`src/rtl/de_scoreboard_multi_if.sv`:
```
// DE-stage scoreboard bus: decode request, downstream backpressure, release
// ports, redirect clear, plus the scoreboard's issue/stall/status outputs.
interface de_scoreboard_multi_if #(
   parameter int unsigned NUM_REGS  = 32,
   parameter int unsigned REGNOBITS = 5,
   parameter int unsigned NUM_SRC   = 2,
   parameter int unsigned NUM_REL   = 2
);
   logic                           de_valid;
   logic [NUM_SRC-1:0]             de_rs_en;
   logic [NUM_SRC*REGNOBITS-1:0]   de_rs_no;
   logic                           de_rd_en;
   logic [REGNOBITS-1:0]           de_rd_no;
   logic                           ds_stall;
   logic [NUM_REL-1:0]             rel_valid;
   logic [NUM_REL*REGNOBITS-1:0]   rel_no;
   logic                           sb_clear;
   logic                           de_issue;
   logic                           de_stall;
   logic [NUM_REGS-1:0]            busy_bits;
   logic                           err_underflow;
   logic [31:0]                    stall_cycles;

   modport master (
      output de_valid, de_rs_en, de_rs_no, de_rd_en, de_rd_no, ds_stall,
             rel_valid, rel_no, sb_clear,
      input  de_issue, de_stall, busy_bits, err_underflow, stall_cycles
   );

   modport slave (
      input  de_valid, de_rs_en, de_rs_no, de_rd_en, de_rd_no, ds_stall,
             rel_valid, rel_no, sb_clear,
      output de_issue, de_stall, busy_bits, err_underflow, stall_cycles
   );
endinterface

```
`src/rtl/de_scoreboard_multi.sv`:
```
// DE-stage register scoreboard with a saturating in-flight counter per register.
// Stalls DE on RAW hazards, counter saturation or AGEX backpressure; retires
// in-flight writes through NUM_REL release ports; clears wholesale on redirect.
module de_scoreboard_multi #(
   parameter int unsigned NUM_REGS  = 32,
   parameter int unsigned REGNOBITS = 5,
   parameter int unsigned NUM_SRC   = 2,
   parameter int unsigned NUM_REL   = 2,
   parameter int unsigned CNT_BITS  = 2,
   parameter bit          ZERO_REG  = 1'b1
) (
   input  logic                  clk,
   input  logic                  reset,
   de_scoreboard_multi_if.slave  sb
);
   localparam logic [CNT_BITS-1:0] CntMax = '1;

   logic [CNT_BITS-1:0] r_count [NUM_REGS];
   logic [CNT_BITS-1:0] w_count_d [NUM_REGS];
   logic                r_err_underflow;
   logic [31:0]         r_stall_cycles;
   logic                w_raw;
   logic                w_sat;
   logic                w_issue;
   logic                w_stall;
   logic                w_underflow;
   logic [REGNOBITS-1:0] w_rs;
   logic [31:0]         w_total;
   logic [31:0]         w_dec;

   // Hazard terms look only at registered counters; releases are not bypassed
   always_comb begin
      w_raw = 1'b0;
      w_rs  = '0;
      for (int s = 0; s < NUM_SRC; s++) begin
         w_rs = sb.de_rs_no[s*REGNOBITS +: REGNOBITS];
         if (sb.de_rs_en[s] && (r_count[w_rs] != '0) && !(ZERO_REG && (w_rs == '0))) begin
            w_raw = 1'b1;
         end
      end
      w_sat = sb.de_rd_en && (r_count[sb.de_rd_no] == CntMax)
              && !(ZERO_REG && (sb.de_rd_no == '0));
      // Reset gates the handshake so nothing issues while the pipe is held
      w_issue = reset && sb.de_valid && !w_raw && !w_sat && !sb.ds_stall && !sb.sb_clear;
      w_stall = reset && sb.de_valid && !w_issue;
   end

   // Per-register next count: count + issue - releases, clamped at zero on underflow
   always_comb begin
      w_underflow = 1'b0;
      w_total     = '0;
      w_dec       = '0;
      for (int i = 0; i < NUM_REGS; i++) begin
         w_dec = '0;
         for (int p = 0; p < NUM_REL; p++) begin
            if (sb.rel_valid[p] && (sb.rel_no[p*REGNOBITS +: REGNOBITS] == REGNOBITS'(i))
                && !(ZERO_REG && (i == 0))) begin
               w_dec = w_dec + 32'd1;
            end
         end
         w_total = 32'(r_count[i]);
         if (w_issue && sb.de_rd_en && (sb.de_rd_no == REGNOBITS'(i)) && !(ZERO_REG && (i == 0))) begin
            w_total = w_total + 32'd1;
         end
         if (w_dec > w_total) begin
            w_count_d[i] = '0;
            w_underflow  = 1'b1;
         end else begin
            w_count_d[i] = CNT_BITS'(w_total - w_dec);
         end
      end
   end

   // Counter and sticky underflow state; redirect clear wins over issue/release
   always_ff @(posedge clk or negedge reset) begin
      if (!reset) begin
         for (int i = 0; i < NUM_REGS; i++) r_count[i] <= '0;
         r_err_underflow <= 1'b0;
      end else if (sb.sb_clear) begin
         for (int i = 0; i < NUM_REGS; i++) r_count[i] <= '0;
      end else begin
         for (int i = 0; i < NUM_REGS; i++) r_count[i] <= w_count_d[i];
         if (w_underflow) r_err_underflow <= 1'b1;
      end
   end

   // Free-running stall performance counter, untouched by redirect clear
   always_ff @(posedge clk or negedge reset) begin
      if (!reset) begin
         r_stall_cycles <= '0;
      end else if (w_stall) begin
         r_stall_cycles <= r_stall_cycles + 32'd1;
      end
   end

   // Busy view derived purely from registered counts
   always_comb begin
      for (int i = 0; i < NUM_REGS; i++) sb.busy_bits[i] = (r_count[i] != '0);
   end

   assign sb.de_issue      = w_issue;
   assign sb.de_stall      = w_stall;
   assign sb.err_underflow = r_err_underflow;
   assign sb.stall_cycles  = r_stall_cycles;
endmodule

```
`src/flat_wrapper.sv`:
```
// flat-port wrapper written by rule: the top's interface ports become plain ports
module de_scoreboard_multi_flat 
#(
   parameter int unsigned NUM_REGS  = 32,
   parameter int unsigned REGNOBITS = 5,
   parameter int unsigned NUM_SRC   = 2,
   parameter int unsigned NUM_REL   = 2,
   parameter int unsigned CNT_BITS  = 2,
   parameter bit          ZERO_REG  = 1'b1
)
  (clk, reset, sb_de_valid, sb_de_rs_en, sb_de_rs_no, sb_de_rd_en, sb_de_rd_no, sb_ds_stall, sb_rel_valid, sb_rel_no, sb_sb_clear, sb_de_issue, sb_de_stall, sb_busy_bits, sb_err_underflow, sb_stall_cycles);
  de_scoreboard_multi_if #(.NUM_REGS(NUM_REGS), .REGNOBITS(REGNOBITS), .NUM_SRC(NUM_SRC), .NUM_REL(NUM_REL)) sb_i ();
  input  logic clk;
  input  logic reset;
  input wire logic [$bits(sb_i.de_valid)-1:0] sb_de_valid;
  input wire logic [$bits(sb_i.de_rs_en)-1:0] sb_de_rs_en;
  input wire logic [$bits(sb_i.de_rs_no)-1:0] sb_de_rs_no;
  input wire logic [$bits(sb_i.de_rd_en)-1:0] sb_de_rd_en;
  input wire logic [$bits(sb_i.de_rd_no)-1:0] sb_de_rd_no;
  input wire logic [$bits(sb_i.ds_stall)-1:0] sb_ds_stall;
  input wire logic [$bits(sb_i.rel_valid)-1:0] sb_rel_valid;
  input wire logic [$bits(sb_i.rel_no)-1:0] sb_rel_no;
  input wire logic [$bits(sb_i.sb_clear)-1:0] sb_sb_clear;
  output wire logic [$bits(sb_i.de_issue)-1:0] sb_de_issue;
  output wire logic [$bits(sb_i.de_stall)-1:0] sb_de_stall;
  output wire logic [$bits(sb_i.busy_bits)-1:0] sb_busy_bits;
  output wire logic [$bits(sb_i.err_underflow)-1:0] sb_err_underflow;
  output wire logic [$bits(sb_i.stall_cycles)-1:0] sb_stall_cycles;
  assign sb_i.de_valid = sb_de_valid;
  assign sb_i.de_rs_en = sb_de_rs_en;
  assign sb_i.de_rs_no = sb_de_rs_no;
  assign sb_i.de_rd_en = sb_de_rd_en;
  assign sb_i.de_rd_no = sb_de_rd_no;
  assign sb_i.ds_stall = sb_ds_stall;
  assign sb_i.rel_valid = sb_rel_valid;
  assign sb_i.rel_no = sb_rel_no;
  assign sb_i.sb_clear = sb_sb_clear;
  assign sb_de_issue = sb_i.de_issue;
  assign sb_de_stall = sb_i.de_stall;
  assign sb_busy_bits = sb_i.busy_bits;
  assign sb_err_underflow = sb_i.err_underflow;
  assign sb_stall_cycles = sb_i.stall_cycles;
  de_scoreboard_multi #(.NUM_REGS(NUM_REGS), .REGNOBITS(REGNOBITS), .NUM_SRC(NUM_SRC), .NUM_REL(NUM_REL), .CNT_BITS(CNT_BITS), .ZERO_REG(ZERO_REG)) u_core (.clk(clk), .reset(reset), .sb(sb_i));
endmodule
```
`config.mk`:
```
export PLATFORM = sky130hd
export DESIGN_NAME = de_scoreboard_multi_flat
export DESIGN_NICKNAME = d
export VERILOG_FILES = /design/src/rtl/de_scoreboard_multi_if.sv /design/src/rtl/de_scoreboard_multi.sv /design/src/flat_wrapper.sv
export SDC_FILE = /design/constraint.sdc
export NUM_CORES = 1
export LEC_CHECK = 0
export CAP_MARGIN = 20
export CELL_PAD_IN_SITES_DETAIL_PLACEMENT = 0
export CELL_PAD_IN_SITES_GLOBAL_PLACEMENT = 1
export CORE_AREA = 2 2 146 162
export DETAILED_ROUTE_END_ITERATION = 10
export DIE_AREA = 0 0 148 164
export GPL_TIMING_DRIVEN = 0
export PLACE_DENSITY_LB_ADDON = 0.25
export SLEW_MARGIN = 20
export SYNTH_ARGS = -nofsm -noshare
export SYNTH_HDL_FRONTEND = slang
export SYNTH_SLANG_ARGS = --single-unit
```
`constraint.sdc`:
```
create_clock -name clk -period 5.6 [get_ports clk]
set_clock_uncertainty 0.1 [all_clocks]
set_input_delay 1.12 -clock clk [delete_from_list [all_inputs] [get_ports clk]]
set_output_delay 1.12 -clock clk [all_outputs]
set_load 0.005 [all_outputs]
```
* Word-level counts from Yosys, hierarchy flattened
Index checks and enable logic that the tools add are counted.
** Storage, ports and cells
- Bits of input ports :: 35
- Bits in registers :: 95
- Logic and storage cells :: 577
- Output and inout port bits :: 67
** Cells by class
- Bitwise operators :: 4
- $lt $le $gt $ge :: 34
- Mux-type cells :: 167
- Add/subtract/negate cells :: 94
- Eq/ne operators :: 94
- Reduce and logical (&&, ||, !) cells :: 151
** Operator list (count)
- == test 5 bit (second input constant) :: 48
- 2-to-1 mux 2 bit :: 66
- == test 5 x 4 -> 1 bit (second input constant) :: 24
- logical AND 1 bit :: 106
- adder 32 x 1 -> 32 bit (second input constant) :: 3
- adder 2 x 1 -> 3 bit (second input constant) :: 31
- 2-to-1 mux 3 bit :: 31
- greater-than comparator 2 x 3 -> 1 bit :: 29
- nonzero test 2 bit :: 33
- greater-than comparator 32 x 3 -> 1 bit :: 2
- 2-to-1 mux 1 bit :: 64
- 2-to-1 mux 32 bit :: 2
- 2-to-1 mux 62 bit :: 1
- subtractor 2 bit :: 31
- == test 5 x 3 -> 1 bit (second input constant) :: 12
- adder 1 x 1 -> 2 bit (second input constant) :: 29
- binary-select mux 2 bit (select 5 bit) :: 3
- == test 5 x 2 -> 1 bit (second input constant) :: 6
- >= comparator 6 bit (second input constant) :: 3
- NOT 5 -> 6 bit :: 3
- == test 5 x 1 -> 1 bit (second input constant) :: 3
- logical NOT 5 bit :: 3
- logical NOT 1 bit :: 8
- == test 2 bit (second input constant) :: 1
- other kinds (2) :: 2

* Longest topological paths before layout
- Depth in word-level cells :: 50
- Mapped depth :: 23
- Gate-level depth less buffers :: 19

* Worst setup path after synthesis
Ideal clock, no wire load.
- Path type :: input -> register
- Start point :: input port sb_de_rd_no[1]
- End point :: register u_core.r_err_underflow, in the netlist u_core.sb.err_underflow
- Data arrival time :: 5393 ps
- Library setup time :: 137 ps
- Stages on the path :: 22
- Path slack :: -30 ps
- Data required time :: 5363 ps
- Path buffers :: 4
- Path through :: buf_6 > buf_8 > mux2_4 > a221oi_2 > a211oi_1 > o22ai_1 > o2111a_4 > and3_1 > clkbuf_1 > buf_2 > and2_1 > mux2i_1 > ha_1 > nor2b_1 > o21ai_0 > a21oi_1 > a2111oi_0 > nand2_1 > a221oi_1 > or4b_1 > nor4_2 > a32oi_1
** Between the ends
- Longest elaborated chain between the ends :: 47
- Elaborated cells on any way between the ends :: 170
- Classes of those cells :: order compare (31); eq/ne (32); mux (65); bitwise (1); reduce/logical (41)
** Ends and longest elaborated chain
- from (decl) :: line flat_wrapper.sv:19 : input wire logic [$bits(sb_i.de_rd_no)-1:0] sb_de_rd_no;
- NOT 5 -> 6 bit (not written as such) :: line de_scoreboard_multi.sv:41 : w_sat = sb.de_rd_en && (r_count[sb.de_rd_no] == CntMax)
- binary-select mux 2 bit (select 5 bit) :: line de_scoreboard_multi.sv:41
- 2-to-1 mux 2 bit (not written as such) (2 in series) :: line de_scoreboard_multi.sv:41
- == test 2 bit :: line de_scoreboard_multi.sv:41
- logical AND 1 bit :: line de_scoreboard_multi.sv:41
- logical AND 1 bit :: line de_scoreboard_multi.sv:42 : && !(ZERO_REG && (sb.de_rd_no == '0));
- logical NOT 1 bit :: line de_scoreboard_multi.sv:44 : w_issue = reset && sb.de_valid && !w_raw && !w_sat && !sb.ds_stall && !sb.sb_clear;
- logical AND 1 bit (3 in series) :: line de_scoreboard_multi.sv:44
- logical AND 1 bit
- logical AND 1 bit :: line de_scoreboard_multi.sv:62 : if (w_issue && sb.de_rd_en && (sb.de_rd_no == REGNOBITS'(i)) && !(ZERO_REG && (i == 0))) begin
- 2-to-1 mux 3 bit :: line de_scoreboard_multi.sv:62
- greater-than comparator 32 x 3 -> 1 bit :: line de_scoreboard_multi.sv:65 : if (w_dec > w_total) begin
- 2-to-1 mux 1 bit (30 in series) :: line de_scoreboard_multi.sv:65
- 2-to-1 mux 1 bit * :: line de_scoreboard_multi.sv:65
- AND reduction 2 bit (no line) *
- to (signal assigned) :: line de_scoreboard_multi.sv:78 : r_err_underflow <= 1'b0;
- to (signal assigned) :: line de_scoreboard_multi.sv:83 : if (w_underflow) r_err_underflow <= 1'b1;
- to (decl) :: line de_scoreboard_multi.sv:20 : logic r_err_underflow;
Mark *: on every way between the ends. The rest lies on a longest branch, timed or not. The select of a mux whose other input is x is not followed.
A chain may end at the register's enable or synchronous reset.

* Worst setup path after layout
- Start point :: input port sb_de_rd_no[0]
- End point :: register u_core.r_err_underflow, in the netlist u_core.sb.err_underflow
The elaborated chain is that of the path after synthesis.

==> impl_metrics.toml <==
[sta]
timing_hold_violations_final = 0
max-slew-margin-rel_pct = 44.7
setup_viol = 0
tightest_slew_ps = 830
whs_ps = 371
fin_crit_sh_pct = 98.3
fmax_mhz = 182
fin_crit_ps = 5500
slew_violations = 0

[routing]
dr.pass1.iters = 8
ant_nets = 0
routedWlPerCell_um = 19.6
drcViolationCount = 0
drt_iter0_drc = 666
viasPerCell = 5.47
num_vias = 8845
wirelength_mm = 31.7

[worst_setup_path]
reg2reg_from = "u_core.r_count[15]$_DFF_PN0_"
required_ps = 5730
end_kind = "register"
worst_ep_arrival_time_ps = 5630
crit_start = "sb_de_rd_no[0]"
start_kind = "input pin"
critPathKind = "input pin to register"
cp_max_fo = 8

[placed_design]
hpwl_mm = 24.4
place.gp.congestion = 0.967
port_buffers = 93
post-place-cells = 1576

[power]
power_leakage_uw = 0.00566
ir_drop_mv = 0.188
p_comb_share_pct = 25.1
p_seq_share_pct = 39.2
p_int_uw = 1300
pwr_density_cell_nw_per_um2 = 159
p_switching_uw = 639
power_uw = 1940
p_sw_share_pct = 33.0
clkPwrFrac_pct = 35.7

[logic_synthesis]
synth_enable_flop_cells = 0
ys_async_sr_fraction_pct = 100
synth-seq-cells = 95
synth_area_leader_cell = "dfrtp_1"
syn_area_per_cell_um2 = 8.51
synth.top_cell.area_share_pct = 23.6
ys_top_cells_by_area = "dfrtp_1, ha_1, inv_1, nor2_1, mux4_2"
ys_seq_area_share_pct = 23.6
synthFlopType = "dfrtp_1"
synthCells = 1182
yosys.cell_types.count = 66
yosys_warnings = 0
syn-num-nets = 1404
synth_area_um2 = 10100

[job]
drv_cap = 0

[clock_network]
cts_tree = "built"
cts_buffer_depth = 2
clk_latency_ps = 370
path_clk_slew_ps = 90
cts_made_buffers = 9
root_buffer = "clkbuf_16"
h-tree-depth = 3
cts_num_sinks = 95
hold_buffers = 0

[die]
io_pins = 102
die_area_um2 = 24300
die_w_um = 148
die_h_um = 164
start_util_pct = 44.5
core-area_um2 = 22600
row_count = 58

[finish]
fillers = 2157
layout.cells.non_filler = 1617
final_nets = 1534
area_growth_pct = 21.2
drive_gt1_share_pct = 11.8
diodes = 0

[global_routing]
gr-total-overflow = 0
grt_start_max_net_pins = 35
first_global_vias = 8512
antenna_found_initial = 0
grt_first_pass_wirelength_mm = 48.4
gr-usage-all-layers_pct = 26.6

[hold_path]
hp-start = "u_core.sb.stall_cycles[31]$_DFFE_PN0P_"
hp-class = "register to register"

[outcome]
outcome = "completed"
==> through the flow <==
step           util (%)  setup WS [ps]  cell area, um2  TNS, ps
3_3_place_gp       50.2          -5850           11400  -404650
3_5_place_dp       50.4          -1800           11400    -3750
6_report           53.9           95.8           12200        0
2_1_floorplan         -           30.7           10100        0
4_1_cts            52.9           5.56           12000        0
5_1_grt            53.9          -40.0           12200    -40.0
==> cell type report <==
type | count | area [um2] | share of cell area (%)
inverter | 177 | 667 | 5.47
tap | 300 | 375 | 3.08
multi-input combinational | 877 | 7030 | 57.7
clock inverter | 7 | 87.6 | 0.718
timing repair buffer | 120 | 1190 | 9.75
sequential | 95 | 2380 | 19.5
buffer | 32 | 239 | 1.96
clock buffer | 9 | 225 | 1.85
==> worst max-delay path, cell delays in order <==
cell	delay (ps)
clkbuf_4	210
mux4_2	510
a22oi_1	250
a32o_1	260
o2111a_4	260
buf_4	130
nand3_4	180
nor3_4	240
mux2i_1	220
ha_1	270
nor2b_1	150
o21ai_2	190
a21oi_1	110
nor4_1	320
nand2_1	110
a221oi_2	200
or4b_4	530
nor4_4	230
a32oi_1	130
==> routing by layer <==
| metal | track usage (%) | routed length (um) |
|---|---|---|
| met3 | 3.89 | 2050 |
| met1 | 34.1 | 13600 |
| met4 | 10.0 | 1110 |
| met5 | 0 | 0 |
| met2 | 45.3 | 15000 |
==> cells by family (layout without fill, tap and decap cells) <==
| kind of cell | count (synthesis) | after routing | synth area share, % |
|---|---|---|---|
| simple gates | 416 | 416 | 19.8 |
| buf+inv | 210 | 345 | 8.37 |
| fa+ha+maj | 187 | 187 | 23.2 |
| compound gates | 121 | 121 | 8.20 |
| flops | 95 | 95 | 23.6 |
| xor+xnor | 93 | 93 | 8.09 |
| mux | 59 | 59 | 8.62 |
| other cells | 1 | 1 | 0.0373 |
==> flip-flops by register name (all words and copies together), names as in the netlist <==
register / count
u_core.sb.stall_cycles: 32
u_core.sb.err_underflow: 1
u_core.r_count: 62
==> what timing repair did <==
item,CTS,global route
pin swaps,5,11
setup endpoints to repair,1,1
resized for setup,54,28
gates cloned,1,1
buffers inserted,9,15
==> final timing paths <==
kind	to	slack (ps)	cells past startpoint
worst max-delay path	u_core.sb.err_underflow$_DFFE_PN0P_	100	19
worst min-delay path	u_core.sb.stall_cycles[31]$_DFFE_PN0P_	370	1
worst max register to register	u_core.sb.err_underflow$_DFFE_PN0P_	590	18
worst min register to register	u_core.sb.stall_cycles[31]$_DFFE_PN0P_	370	1
max in group asynchronous	u_core.r_count[40]$_DFF_PN0_	4320	2
min in group asynchronous	u_core.r_count[21]$_DFF_PN0_	480	1
==> cell usage after synthesis (all sizes together), types with 2 or more instances <==
cell / number
or3: 3
nand2b: 10
nand2: 63
nor4: 3
a41oi: 5
o22ai: 3
a31oi: 18
o211ai: 3
mux2i: 33
nor2b: 29
xnor2: 47
nand3: 31
and3: 18
o21a: 7
nand4: 7
a21oi: 33
nor2: 166
xor2: 46
clkbuf: 17
a221oi: 9
o21ai: 23
a2111o: 2
mux2: 5
inv: 177
ha: 187
a2111oi: 2
dfrtp: 95
and2: 6
or2: 20
nor3: 49
o2111ai: 4
buf: 16
mux4: 21
nand3b: 3
a211oi: 3
and2b: 2
a22oi: 2
==> cells in the final DEF (no fill, tap or decap), drive strengths merged, types with 4 or more instances in the layout <==
cell and n:
nand2b 10, clkbuf 30, mux4 21, mux2 5, and2 6, a21oi 33
or2 20, o21ai 23, a41oi 5, nor3 49, dfrtp 95, mux2i 33
clkdlybuf4s50 87, nor2 166, nor2b 29, xor2 46, o2111ai 4, nand3 31
ha 187, nand4 7, and3 18, xnor2 47, buf 40, nand2 63
a221oi 9, inv 180, o21a 7, a31oi 18
==> power groups by stage <==
stage	Clock [uW]	Sequential [uW]	Combinational, uW
floorplan	0	764	247
finish	692	760	486
global route	726	765	529
detailed placement	0	772	448
global placement	0	772	440
CTS	704	759	469
Power figures use the tool's default switching activity.
